## src/rtl/tetris_pkg.sv

```systemverilog
// tetris_pkg: shared piece types, spawn position and LFSR taps for the game_clk domain
package tetris_pkg;
  typedef enum logic [2:0] {
    PIECE_I = 3'd0,
    PIECE_O = 3'd1,
    PIECE_T = 3'd2,
    PIECE_S = 3'd3,
    PIECE_Z = 3'd4,
    PIECE_J = 3'd5,
    PIECE_L = 3'd6
  } piece_type_t;
  localparam logic [4:0] SPAWN_ROW = 5'd0;
  localparam logic [3:0] SPAWN_COL = 4'd3;
  // right-shifting Galois form of x^16+x^14+x^13+x^11
  localparam logic [15:0] LFSR_TAPS = 16'hB400;
  typedef struct packed {
    piece_type_t ptype;
    logic [1:0]  rotation;
    logic [4:0]  row;
    logic [3:0]  col;
  } active_piece_t;
endpackage

```

## src/rtl/bag_draw.sv

```systemverilog
// bag_draw: picks the next bag piece from random bits and the used-type mask
//   mask_i  types already drawn in the current bag
//   rnd_i   low random bits (7 folds onto 0)
//   piece_o drawn type: first clear type at or above rnd_i, wrapping mod 7
//   mask_o  mask after the draw, cleared to 0 once the bag completes
module bag_draw
  import tetris_pkg::*;
(
  input  logic [6:0]  mask_i,
  input  logic [2:0]  rnd_i,
  output piece_type_t piece_o,
  output logic [6:0]  mask_o
);
  logic [2:0] start, sel;
  logic [3:0] cand;
  logic       found;
  logic [6:0] set_mask;
  always_comb begin
    start = (rnd_i == 3'd7) ? 3'd0 : rnd_i;
    sel   = start;
    found = 1'b0;
    cand  = '0;
    for (int k = 0; k < 7; k++) begin
      cand = {1'b0, start} + 4'(k);
      cand = (cand >= 4'd7) ? cand - 4'd7 : cand;
      if (!found && !mask_i[cand[2:0]]) begin
        sel   = cand[2:0];
        found = 1'b1;
      end
    end
    set_mask = mask_i | (7'd1 << sel);
    mask_o   = (set_mask == 7'h7F) ? 7'd0 : set_mask;
    piece_o  = piece_type_t'(sel);
  end
endmodule

```

## src/rtl/piece_bag_generator.sv

```systemverilog
// piece_bag_generator: 7-bag tetromino source with preview queue for game_executioner
//   game_clk    clock
//   reset       asynchronous active-low reset
//   piece_req   pop request (executioner insert strobe)
//   seed_load   load seed_value (zero substitutes DEFAULT_SEED)
//   seed_value  new LFSR seed
//   new_piece   queue head at spawn position
//   piece_valid queue head holds a drawn piece
//   preview     queue entries 1..PREVIEW_DEPTH
//   req_dropped sticky: request seen while the head was empty
module piece_bag_generator
  import tetris_pkg::*;
#(
  parameter int                    PREVIEW_DEPTH = 3,
  parameter int                    LFSR_WIDTH    = 16,
  parameter logic [LFSR_WIDTH-1:0] DEFAULT_SEED  = 16'hACE1
) (
  input  logic                                game_clk,
  input  logic                                reset,
  input  logic                                piece_req,
  input  logic                                seed_load,
  input  logic [LFSR_WIDTH-1:0]               seed_value,
  output active_piece_t                       new_piece,
  output logic                                piece_valid,
  output piece_type_t [PREVIEW_DEPTH-1:0]     preview,
  output logic                                req_dropped
);
  localparam int QD = PREVIEW_DEPTH + 1;
  localparam int CW = $clog2(QD + 1);
  typedef enum logic {FILL, FULL} state_t;
  state_t                state_q, state_d;
  logic [CW-1:0]         count_q, count_d, ins;
  logic [QD-1:0][2:0]    q_q, q_d;
  logic [6:0]            mask_q, mask_d, draw_mask;
  logic [LFSR_WIDTH-1:0] lfsr_q, lfsr_d;
  logic                  req_dropped_q, req_dropped_d, pop, draw;
  piece_type_t           drawn;
  bag_draw u_draw (
    .mask_i  (mask_q),
    .rnd_i   (lfsr_q[2:0]),
    .piece_o (drawn),
    .mask_o  (draw_mask)
  );
  assign piece_valid = (count_q != '0);
  // a pop always refills the freed tail slot, so count only grows while filling
  always_comb begin
    pop     = piece_req && piece_valid;
    draw    = pop || (state_q == FILL);
    ins     = pop ? count_q - CW'(1) : count_q;
    q_d     = pop ? {3'd0, q_q[QD-1:1]} : q_q;
    for (int i = 0; i < QD; i++)
      if (draw && CW'(i) == ins) q_d[i] = drawn;
    count_d = pop ? count_q : count_q + CW'(draw);
    state_d = (count_d == CW'(QD)) ? FULL : FILL;
    mask_d  = draw ? draw_mask : mask_q;
    lfsr_d  = seed_load ? ((seed_value == '0) ? DEFAULT_SEED : seed_value)
                        : ({1'b0, lfsr_q[LFSR_WIDTH-1:1]} ^ (lfsr_q[0] ? LFSR_WIDTH'(LFSR_TAPS) : '0));
    req_dropped_d = req_dropped_q || (piece_req && !piece_valid);
  end
  always_ff @(posedge game_clk or negedge reset) begin
    if (!reset) begin
      state_q       <= FILL;
      count_q       <= '0;
      q_q           <= '0;
      mask_q        <= '0;
      lfsr_q        <= DEFAULT_SEED;
      req_dropped_q <= 1'b0;
    end else begin
      state_q       <= state_d;
      count_q       <= count_d;
      q_q           <= q_d;
      mask_q        <= mask_d;
      lfsr_q        <= lfsr_d;
      req_dropped_q <= req_dropped_d;
    end
  end
  assign new_piece = '{ptype: piece_type_t'(q_q[0]), rotation: 2'd0, row: SPAWN_ROW, col: SPAWN_COL};
  for (genvar p = 0; p < PREVIEW_DEPTH; p++) begin : g_prev
    assign preview[p] = piece_type_t'(q_q[p+1]);
  end
  assign req_dropped = req_dropped_q;
endmodule

```

## config.mk

```make
export PLATFORM = sky130hd
export DESIGN_NAME = piece_bag_generator
export DESIGN_NICKNAME = d
export VERILOG_FILES = /design/src/rtl/tetris_pkg.sv /design/src/rtl/bag_draw.sv /design/src/rtl/piece_bag_generator.sv
export SDC_FILE = /design/constraint.sdc
export NUM_CORES = 1
export LEC_CHECK = 0
export ABC_CLOCK_PERIOD_IN_PS = 3700
export BUFFER_PORTS_ARGS = -buffer_cell sky130_fd_sc_hd__buf_2
export CAP_MARGIN = 20
export CORE_UTILIZATION = 50
export CTS_BUF_LIST = sky130_fd_sc_hd__clkbuf_8 sky130_fd_sc_hd__clkbuf_16
export DETAILED_ROUTE_END_ITERATION = 8
export GPL_TIMING_DRIVEN = 0
export HOLD_SLACK_MARGIN = 0.12
export PLACE_DENSITY = 0.73
export SYNTH_ARGS = -nofsm -noshare
export SYNTH_HDL_FRONTEND = slang
export SYNTH_SLANG_ARGS = --single-unit
export TNS_END_PERCENT = 100
```

## constraint.sdc

```tcl
create_clock -name game_clk -period 3.7 [get_ports game_clk]
set_input_delay 0.37 -clock game_clk [delete_from_list [all_inputs] [get_ports game_clk]]
set_output_delay 0.37 -clock game_clk [all_outputs]
set_load 0.02 [all_outputs]
```

**After elaboration in Yosys (flattened, before gate mapping)**

Cells that the tools add are included.
Widths: inputs -> output; s select.

- Register bits after elaboration: 40
- Output and inout port bits: 25
- Word-level logic and storage cells: 128

- $add $sub $neg: 15
- $lt $le $gt $ge: 14
- Equal/unequal tests: 6
- Shift operators: 1
- Mux-type cells: 47
- Bitwise logic cells: 3
- Reductions and logical operators: 33

Operator list:

| cell | number |
|---|---|
| $mux 3 | 21 |
| $mux 16 | 3 |
| $lt 3x4->1 const B | 7 |
| $ge 4x3->1 const B | 6 |
| $bmux 1 s3 | 7 |
| $sub 3x3->3 const B | 7 |
| $logic_not 16->1 | 1 |
| $xor 15x16->16 | 1 |
| $mux 1 | 14 |
| $add 3x3->4 const B | 3 |
| $logic_and 1x1->1 | 12 |
| $logic_not 1->1 | 12 |
| $mux 12 | 1 |
| $add 3x2->4 const B | 2 |
| $reduce_bool 2->1 | 4 |
| $eq 7x7->1 const B | 1 |
| $mux 7 | 1 |
| $or 7x7->7 | 1 |
| $shl 1x3->7 const A | 1 |
| $eq 2x3->1 const A | 2 |
| $eq 3x3->1 const B | 2 |
| $add 3x1->4 const B | 1 |
| $add 3x1->3 | 1 |
| $eq 1x3->1 const A | 1 |
| 6 further kinds | 7 |

**Longest topological paths before layout**

Gate-level depths: netlist of the first run.

- Depth in word-level cells: 29
- Gate-level depth with buffers: 18
- Gate-level depth less buffers: 16

**Cells and area by module**

From an unflattened synthesis of the first run, not the netlist that was laid out.

- Cells, all modules: 437
- Area, all modules: 3843.7 um^2

Modules (own cells, without submodules):

| module | instances | cells each | area each (um^2) |
|---|---|---|---|
| bag_draw | 1 | 283 | 1933.1 |
| piece_bag_generator | 1 | 154 | 1910.6 |

**Worst setup path before layout of the first run**

No wires, ideal clock.

- Kind: flip-flop to flip-flop
- Start point: register lfsr_q[0]
- End point: register mask_q[0]
- Setup time: 0.074 ns
- Arrival time: 3.765 ns
- Setup slack: -0.138 ns
- Stages on the path, launching flop included: 17
- Path buffers: 2
- Cells stage by stage: dfstp_2 buf_6 buf_6 nand3b_2 inv_1 ha_1 nor2_2 mux2i_1 nand2_1 o211ai_1 and2_4 mux2i_1 a221o_1 mux2_4 and3_4 o211a_4 a21oi_2

- Longest elaborated chain between the ends: 29
- Elaborated cells between the ends (all ways): 77

Ends and longest elaborated chain:

| what | line | text |
|---|---|---|
| start: declaration | piece_bag_generator.sv:35 | `logic [LFSR_WIDTH-1:0] lfsr_q, lfsr_d;` |
| start signal: assignment | piece_bag_generator.sv:73 | `lfsr_q <= lfsr_d;` |
| $eq 3x3->1 | bag_draw.sv:19 | `start = (rnd_i == 3'd7) ? 3'd0 : rnd_i;` |
| $mux 3 (*) | bag_draw.sv:19 |  |
| $add 3x1->4 | bag_draw.sv:24 | `cand = {1'b0, start} + 4'(k);` |
| $ge 4x3->1 or $sub 3x3->3 (tied branches) | bag_draw.sv:25 | `cand = (cand >= 4'd7) ? cand - 4'd7 : cand;` |
| $mux 3 | bag_draw.sv:25 |  |
| $bmux 1 s3 | bag_draw.sv:26 | `if (!found && !mask_i[cand[2:0]]) begin` |
| $mux 1 (implied by the code) | bag_draw.sv:26 |  |
| $logic_not 1->1 | bag_draw.sv:26 |  |
| [13 not listed] | -- |  |
| $mux 1 | bag_draw.sv:26 |  |
| $logic_not 1->1 | bag_draw.sv:26 |  |
| $logic_and 1x1->1 | bag_draw.sv:26 |  |
| $mux 3 (*) | bag_draw.sv:26 |  |
| $shl 1x3->7 (*) | bag_draw.sv:31 | `set_mask = mask_i \| (7'd1 << sel);` |
| $or 7x7->7 (*) | bag_draw.sv:31 |  |
| $eq 7x7->1 | bag_draw.sv:32 | `mask_o = (set_mask == 7'h7F) ? 7'd0 : set_mask;` |
| $mux 7 (*) | bag_draw.sv:32 |  |
| end signal: assignment | piece_bag_generator.sv:72 | `mask_q <= mask_d;` |
| end: declaration | piece_bag_generator.sv:34 | `logic [6:0] mask_q, mask_d, draw_mask;` |

Mark *: on every way between the ends. The rest lies on a longest branch, timed or not. The select of a mux whose other input is x is not followed.
A chain may end at the register's enable or synchronous reset.

**Final worst setup path of the first run**

- Start point: register lfsr_q[0]
- End point: register mask_q[1]

Same word-level chain as after synthesis.

==> flow_summary.toml, run 1 <==
[status]
status = "finished, violations left"
violations = "negative setup slack"

[timing]
postLayoutSetupSlackWorst_ns = -0.2046
finalHoldViolations = 0
max_slew_margin_pct = 43.17
fin_skew_ns = 0.006617
finalSetupViolCount = 7
post-route-period-util_pct = 105.5
max_freq_mhz = 256.1
whs_ns = 0.1836
tightest_slew_ns = 0.8525
min_period_ns = 3.905
finalSetupTns_ns = -1.115
rsz0062_at_grt = "yes"
slew_violations = 0

[synthesis]
syn_area_per_cell_um2 = 8.934
synth_area_um2 = 3824
synth_edf_count = 0
yosysTopAreaCellShare_pct = 20.94
ys_warn_count = 0
synth-async-reset-ratio_pct = 100.0
synth_cell_types = 88
ys_dominant_reg_cell = "dfrtp_1"
seq_area_frac_synth_pct = 26.44
synth_largest_area_cell = "dfrtp_1"
ys_top_cells_by_area = "dfrtp_1, mux2_2, dfstp_2"
ys_ff_latch = 40
synthCells = 428

[detailed_routing]
vias = 3736
drc = 0
dr.pass1.iters = 5
antenna_left = 0
drt_iter0_drc = 357
routed_wl_um = 10940
wl_per_cell_um = 17.97
viasPerCell = 6.135

[final_layout]
layout_commonest_cell = "buf_4"
layout_common_cells = "buf_4, buf_2, dfrtp_1"
layout.cells.non_filler = 609
fin_nets = 539
drive_above_1_share_pct = 40.20
syn2layout_area_growth_pct = 27.81
diodes = 0
final_cell_area_um2 = 4887

[power]
powerDensity_nw_per_um2 = 820.6
power.total_mw = 4.010
leakage_nw = 2.117
ir_drop_mv = 0.6030

[placed_design]
dp_cells = 568
dp_hpwl_um = 7209
place_congestion = 0.9273
place_area_um2 = 4158
portBuffers = 32

[floorplanning]
start_util_pct = 52.16
die_y_um = 89.45
io_pins = 45
rows = 31
die-width_um = 89.45
fp.coreArea_um2 = 7331
dieArea_um2 = 8001

[critical_path]
required_ns = 3.91
cp-end-kind = "register"
worst_ep_arrival_time_ns = 4.12
crit_type = "reg2reg"
reg2regPathDepth = 19
r2r_start = "lfsr_q[0]"
cp_max_fo = 7
startpoint_type = "register"
crit_start = "lfsr_q[0]"

[cts]
cts_root_buf = "clkbuf_8"
worst_skew_pair.late_latency_ns = 0.29
ctsHtreeMaxLevel = 2
cts.clk_slew.worst_paths_ns = 0.07
ctsHoldBuffers = 0
numCtsBuffers = 5
tritoncts = "yes"
cts_sinks = 40
clockBufferDepth = 2

[global_routing]
grt_use_total_pct = 28.38
antenna_found_initial = 0
grt-ovfl-total = 0
grt_max_degree = 41
grt_pass1_vias = 3564
grt_pass1_wl_um = 17450

[hold_path]
min_path_type = "in2async"

[run]
cap_violations = 0
final timing paths:
path	to	slack, ns
hold reg to reg	req_dropped	0.47
setup reg to reg	mask_q[1]	-0.20
min in group game_clk	lfsr_q[1]	0.30
setup / recovery	mask_q[1]	-0.20
hold / removal	lfsr_q[3]	0.18
max in group asynchronous	preview[6]	2.98
report_power, final:
group	switching, mW	total (mW)	internal [mW]	leakage (nW)
clock	0.146	0.313	0.167	0.0557
sequential	0.137	0.730	0.593	0.463
combinational	1.66	2.97	1.31	1.60
total	1.94	4.01	2.07	2.12
flip-flops by register name, indices dropped and copies added, names as in the netlist:
name and count:
count_q 3, preview 9, state_q 1, new_piece 3, lfsr_q 16, req_dropped 1, mask_q 7
per-stage QoR:
stage	worst slack (ns)	util (%)
after global routing	-0.3112	66.67
final	-0.2046	66.67
after floorplan	0.001027	-
after CTS	-0.1099	65.68
after detailed placement	-0.6487	56.72
after global placement	-0.6360	56.72
layout make-up:
class	instances	area (µm²)
Buffer	38	257.7
Timing Repair Buffer	68	470.5
Multi-Input combinational cell	340	2859
Clock buffer	7	96.34
Inverter	16	65.06
Tap cell	99	123.9
Fill cell	600	2444
Sequential cell	40	1011
Clock inverter	1	3.754
cell usage after synthesis, drive strengths merged, types with 3 or more instances:
master  number
a21oi       33
dfstp        8
a22oi        5
o21ai       16
a211o        3
xnor2        8
buf         26
nand4        5
nor2b       12
nand3b       4
and2         4
o211a        3
mux2i       20
a21bo        3
xor2         4
a211oi       4
nor3b        4
a21o         7
nand2b       5
mux2        21
inv         15
dfrtp       32
ha          10
nor2        29
o22a         8
o211ai       6
nor3         5
nand2       29
clkbuf      15
a31oi       14
a21boi       5
a32o         3
nor4         7
nand3       11
what timing repair did:
action	CTS	global route
setup buffers	28	8
pin swaps	33	6
resized for setup	67	0
endpoints found under the setup margin	15	8
worst max-delay path: stages, from the launching register on:
cell,delay [ns]
dfstp_2,0.57
buf_6,0.13
a21boi_4,0.07
buf_12,0.14
ha_4,0.16
ha_4,0.16
nor2_4,0.18
buf_4,0.14
mux2_4,0.32
o311a_1,0.11
o211ai_1,0.12
buf_4,0.19
nand4_4,0.12
buf_6,0.16
a211o_1,0.27
a21boi_4,0.17
buf_6,0.13
nor2b_4,0.13
a32o_4,0.36
a21oi_4,0.19
kinds of logic after synthesis:
kind of cell / after synthesis / share of synthesized area (%)
AO/OA/AOI/OAI: 137 / 27.85
AND/OR/NAND/NOR: 127 / 18.23
buffers and inverters: 57 / 8.278
multiplexers: 42 / 12.21
flip-flops: 40 / 26.44
XOR/XNOR: 12 / 3.240
adder cells (fa/ha/maj): 11 / 3.567
other: 2 / 0.1964
metal layers:
| metal | wire length, µm | GRT usage [%] | vias to the layer above |
|---|---|---|---|
| met3 | 739 | 2.862 | 44 |
| met1 | 4655 | 38.05 | 1775 |
| met2 | 5177 | 46.50 | 187 |
| met4 | 370 | 12.41 | 0 |
| met5 | 0 | 0 | - |
| li1 | - | - | 1730 |
(Power assumes the default switching activity.)
==> inputs of run 2 (changes only) <==
--- a/config.mk
+++ b/config.mk
@@ -13,7 +13,7 @@
 export DETAILED_ROUTE_END_ITERATION = 8
 export GPL_TIMING_DRIVEN = 0
 export HOLD_SLACK_MARGIN = 0.12
-export PLACE_DENSITY = 0.73
+export PLACE_DENSITY_LB_ADDON = 0.1
 export SYNTH_ARGS = -nofsm -noshare
 export SYNTH_HDL_FRONTEND = slang
 export SYNTH_SLANG_ARGS = --single-unit
==> flow_summary.toml, run 2 (synthesis gave the netlist of run 1 again) <==
[status]
status = "finished, violations left"
violations = "negative setup slack"

[timing]
min_period_ns = 3.779
max_slew_margin_pct = 41.27
post-route-period-util_pct = 102.1
finalSetupViolCount = 7
rsz0062_at_grt = "yes"
fin_skew_ns = 0.006326
postLayoutSetupSlackWorst_ns = -0.07949
tightest_slew_ns = 0.8809
slew_violations = 0
finalHoldViolations = 0
max_freq_mhz = 264.6

[detailed_routing]
drc = 0
drt_iter0_drc = 252
routed_wl_um = 10480
vias = 3678
wl_per_cell_um = 17.61
antenna_left = 0
dr.pass1.iters = 5
viasPerCell = 6.182

[power]
ir_drop_mv = 0.5017
leakage_nw = 2.002
powerDensity_nw_per_um2 = 793.9

[global_routing]
grt_use_total_pct = 26.93
grt-ovfl-total = 0
antenna_found_initial = 0
grt_max_degree = 41
grt_pass1_vias = 3371
grt_pass1_wl_um = 16470

[critical_path]
cpPeakStageDelay_ns = 0.57
cp_max_fo = 7
cp-end-kind = "register"
cp_common_cell = "ha_4"
worst_ep_arrival_time_ns = 3.99
worst-path-buf-inv = 2
cpMaxStageDelayCell = "dfstp_2"
crit_chain = "buf_6, a21boi_4, ha_4, ha_4, mux2_2, a22oi_1, nand3_1, buf_4, a21oi_1, a31oi_4, mux2i_4, a221o_1, mux2_4, and3_4, o211a_4, a21oi_2"
r2r_slack_ns = -0.08
startpoint_type = "register"
crit_type = "reg2reg"
required_ns = 3.91
cp_top_family = "compound AO/OA/AOI/OAI gates"

[final_layout]
layout_commonest_cell = "buf_4"
largest_reg_flops = 16
fin_nets = 525
layout.cells.non_filler = 595
syn2layout_area_growth_pct = 21.66
layout_common_cells = "buf_4, buf_2, dfrtp_1"
final_util_pct = 63.46
regMostFlops = "lfsr_q"
diodes = 0
drive_above_1_share_pct = 35.89

[placed_design]
dp_hpwl_um = 7418
portBuffers = 32
dp_cells = 568
place_congestion = 0.9148

[floorplanning]
fp.coreArea_um2 = 7331
die_y_um = 89.45
start_util_pct = 52.16
io_pins = 45
rows = 31
dieArea_um2 = 8001
die-width_um = 89.45

[run]
cap_violations = 0

[cts]
ctsHtreeMaxLevel = 2
cts.clk_slew.worst_paths_ns = 0.08
clockBufferDepth = 2
numCtsBuffers = 5
ctsHoldBuffers = 0
cts_sinks = 40
cts_root_buf = "clkbuf_8"
tritoncts = "yes"
worst_skew_pair.late_latency_ns = 0.28

[hold_path]
min_path_type = "in2async"
-- run 2: area by class of cell --
class / instances / area, µm²
multi-input combinational: 340 / 2770
fill: 605 / 2679
sequential: 40 / 1011
timing repair buffer: 54 / 325.3
buffer: 38 / 260.3
tap: 99 / 123.9
clock buffer: 6 / 82.58
inverter: 16 / 67.56
clock inverter: 2 / 11.26
-- run 2: timing repair --
| action | CTS | global route |
|---|---|---|
| endpoints found under the setup margin | 19 | 7 |
| gates cloned | 0 | 0 |
| pin swaps | 21 | 3 |
| gates resized for setup | 45 | 0 |
| setup buffers | 21 | 1 |
-- run 2: worst paths after layout --
kind                                    start     endpoint  cells past startpoint
worst max register to register      lfsr_q[0]    mask_q[1]                     16
worst max-delay path                lfsr_q[0]    mask_q[1]                     16
worst min-delay path                    reset    lfsr_q[1]                      1
worst min register to register    req_dropped  req_dropped                      1
max in group asynchronous               reset      state_q                      1
min in group game_clk           seed_value[1]    lfsr_q[1]                      3
-- run 2: where the power goes --
group          total, mW  internal, mW  switching [mW]
clock network      0.293         0.149           0.144
logic               2.67          1.15            1.52
registers          0.729         0.593           0.136
-- run 2: layer usage --
metal | wire, µm | part of all wire [%] | vias up | track usage, %
met2 | 4975 | 47 | 158 | 44.27
met4 | 331 | 3.2 | 0 | 11.40
li1 | - | - | 1708 | -
met1 | 4629 | 44 | 1779 | 35.91
met5 | 0 | 0 | - | 0
met3 | 542 | 5.2 | 33 | 3.232
-- run 2: per-stage QoR --
stage          setup TNS [ns]  setup WS, ns  hold slack [ns]  power (mW)  cell area (µm²)
6_report              -0.4601      -0.07949           0.1960       3.693             4652
4_1_cts               -0.2202      -0.05437           0.2212       3.648             4644
5_1_grt                -1.791       -0.2822           0.2752       3.937             4652
2_1_floorplan               0      0.001027          0.07441       2.472             3874
3_5_place_dp           -6.902       -0.7523           0.4615       3.013             4158
3_3_place_gp           -6.289       -0.7152           0.4525       2.966             4158
==> inputs of run 3 (changes only) <==
--- a/config.mk
+++ b/config.mk
@@ -5,12 +5,13 @@
 export SDC_FILE = /design/constraint.sdc
 export NUM_CORES = 1
 export LEC_CHECK = 0
-export ABC_CLOCK_PERIOD_IN_PS = 3700
+export ABC_CLOCK_PERIOD_IN_PS = 4400
 export BUFFER_PORTS_ARGS = -buffer_cell sky130_fd_sc_hd__buf_2
 export CAP_MARGIN = 20
-export CORE_UTILIZATION = 50
+export CORE_UTILIZATION = 34
 export CTS_BUF_LIST = sky130_fd_sc_hd__clkbuf_8 sky130_fd_sc_hd__clkbuf_16
 export DETAILED_ROUTE_END_ITERATION = 8
+export GPL_ROUTABILITY_DRIVEN = 0
 export GPL_TIMING_DRIVEN = 0
 export HOLD_SLACK_MARGIN = 0.12
 export PLACE_DENSITY_LB_ADDON = 0.1
==> constraint.sdc (replaced) <==
create_clock -name game_clk -period 4.4 [get_ports game_clk]
set_input_delay 0.44 -clock game_clk [delete_from_list [all_inputs] [get_ports game_clk]]
set_output_delay 0.44 -clock game_clk [all_outputs]
set_load 0.02 [all_outputs]
==> flow_summary.toml, run 3 (synthesis gave the netlist of run 1 again) <==
[floorplanning]
die-width_um = 108.0
start_util_pct = 35.12
io_pins = 45
fp.coreArea_um2 = 10890
rows = 38
die_y_um = 108.0
dieArea_um2 = 11670

[final_layout]
layout_commonest_cell = "buf_2"
fin_nets = 507
drive_above_1_share_pct = 28.87
final_cell_area_um2 = 4364
largest_reg_flops = 16
regMostFlops = "lfsr_q"
final_util_pct = 40.08
diodes = 0
layout_common_cells = "buf_2, dfrtp_1, nand2_1"
syn2layout_area_growth_pct = 14.14

[run]
cap_violations = 0

[power]
leakage_nw = 1.875
ir_drop_mv = 0.3250
power.total_mw = 2.896
powerDensity_nw_per_um2 = 663.6

[global_routing]
grt_pass1_vias = 3173
antenna_found_initial = 0
grt_pass1_wl_um = 16910
grt-ovfl-total = 0
grt_use_total_pct = 18.61
grt_max_degree = 41

[detailed_routing]
antenna_left = 0
viasPerCell = 5.610
vias = 3467
dr.pass1.iters = 5
drt_iter0_drc = 221
routed_wl_um = 10720
drc = 0
wl_per_cell_um = 17.35

[critical_path]
cp_top_family = "multiplexers"
cp-end-kind = "register"
cp_max_fo = 10
cpPeakStageDelay_ns = 0.57
worst_ep_arrival_time_ns = 4.48
worst-path-buf-inv = 4
startpoint_type = "register"
cpMaxStageDelayCell = "dfstp_2"
crit_chain = "buf_6, buf_6, nand3b_2, inv_1, ha_1, nor2_4, mux2i_2, nand2_1, o211ai_1, buf_4, and2_4, mux2i_2, a221o_1, mux2_4, and3_4, o211a_4, a21oi_2"
cp.depth = 17
crit_type = "reg2reg"
required_ns = 4.60
reg2regPathDepth = 17

[timing]
slew_violations = 0
post-route-period-util_pct = 97.36
finalHoldViolations = 0
finalSetupViolCount = 0
fin_skew_ns = 0.006178
max_freq_mhz = 233.4
tightest_slew_ns = 0.9037
min_period_ns = 4.284
max_slew_margin_pct = 39.76

[cts]
cts_root_buf = "clkbuf_8"
tritoncts = "yes"
ctsHoldBuffers = 0
ctsHtreeMaxLevel = 2
worst_skew_pair.late_latency_ns = 0.29
numCtsBuffers = 5
cts_sinks = 40
clockBufferDepth = 2
cts.clk_slew.worst_paths_ns = 0.08

[placed_design]
dp_hpwl_um = 7862
portBuffers = 32
place_area_um2 = 4193

[hold_path]
min_path_type = "in2async"

[status]
status = "completed"
[run 3: metrics by stage]
stage                TNS, ns  hold slack [ns]  cells  setup WS (ns)
finish                     0           0.2792    618         0.1164
global placement     -0.6702           0.4534    609        -0.1631
global route        -0.02895           0.3472    618       -0.02895
CTS                        0           0.3017    617        0.04065
detailed placement   -0.2647           0.4596    609       -0.07620
floorplan                  0           0.1444    437         0.5616
[run 3: worst register-to-register path, cell delays in order (launching register included)]
cell,delay [ns]
dfstp_2,0.57
buf_6,0.16
buf_6,0.16
nand3b_2,0.20
inv_1,0.06
ha_1,0.20
nor2_4,0.24
mux2i_2,0.36
nand2_1,0.09
o211ai_1,0.21
buf_4,0.17
and2_4,0.16
mux2i_2,0.39
a221o_1,0.23
mux2_4,0.32
and3_4,0.17
o211a_4,0.29
a21oi_2,0.21
[run 3: final timing paths]
check / from / end / slack [ns]
setup / recovery: lfsr_q[0] / mask_q[1] / 0.12
hold / removal: reset / lfsr_q[9] / 0.28
setup reg to reg: lfsr_q[0] / mask_q[1] / 0.12
hold reg to reg: req_dropped / req_dropped / 0.48
max in group asynchronous: reset / state_q / 3.56
min in group game_clk: seed_value[5] / lfsr_q[5] / 0.38
[run 3: timing repair]
item / 4_1_cts / 5_1_grt
pin swaps: 1 / 2
buffers inserted: 1 / 2
hold endpoints to repair: 0 / 0
endpoints found under the setup margin: 7 / 7
gates resized for setup: 3 / 9
[run 3: final cells by class]
type | count | area, µm²
fillers | 1111 | 6524
multi-input cells | 340 | 2589
flip-flops and latches | 40 | 1011
plain buffers | 39 | 250.2
repair buffers | 35 | 182.7
well taps | 140 | 175.2
clock buffers | 6 | 82.58
inverters | 16 | 62.56
clock inverters | 2 | 11.26
[run 3: routing by layer]
| metal | up-vias | GRT usage [%] | share of wire [%] |
|---|---|---|---|
| li1 | 1676 | - | - |
| met1 | 1679 | 26.51 | 49 |
| met2 | 97 | 29.07 | 45 |
| met3 | 15 | 2.954 | 4.1 |
| met4 | 0 | 4.795 | 1.9 |
| met5 | - | 0 | 0 |
[run 3: where the power goes]
part | switching (mW) | internal [mW] | total (mW)
combinational | 1.21 | 0.818 | 2.03
sequential | 0.114 | 0.499 | 0.612
clock | 0.131 | 0.125 | 0.256
total | 1.45 | 1.44 | 2.90
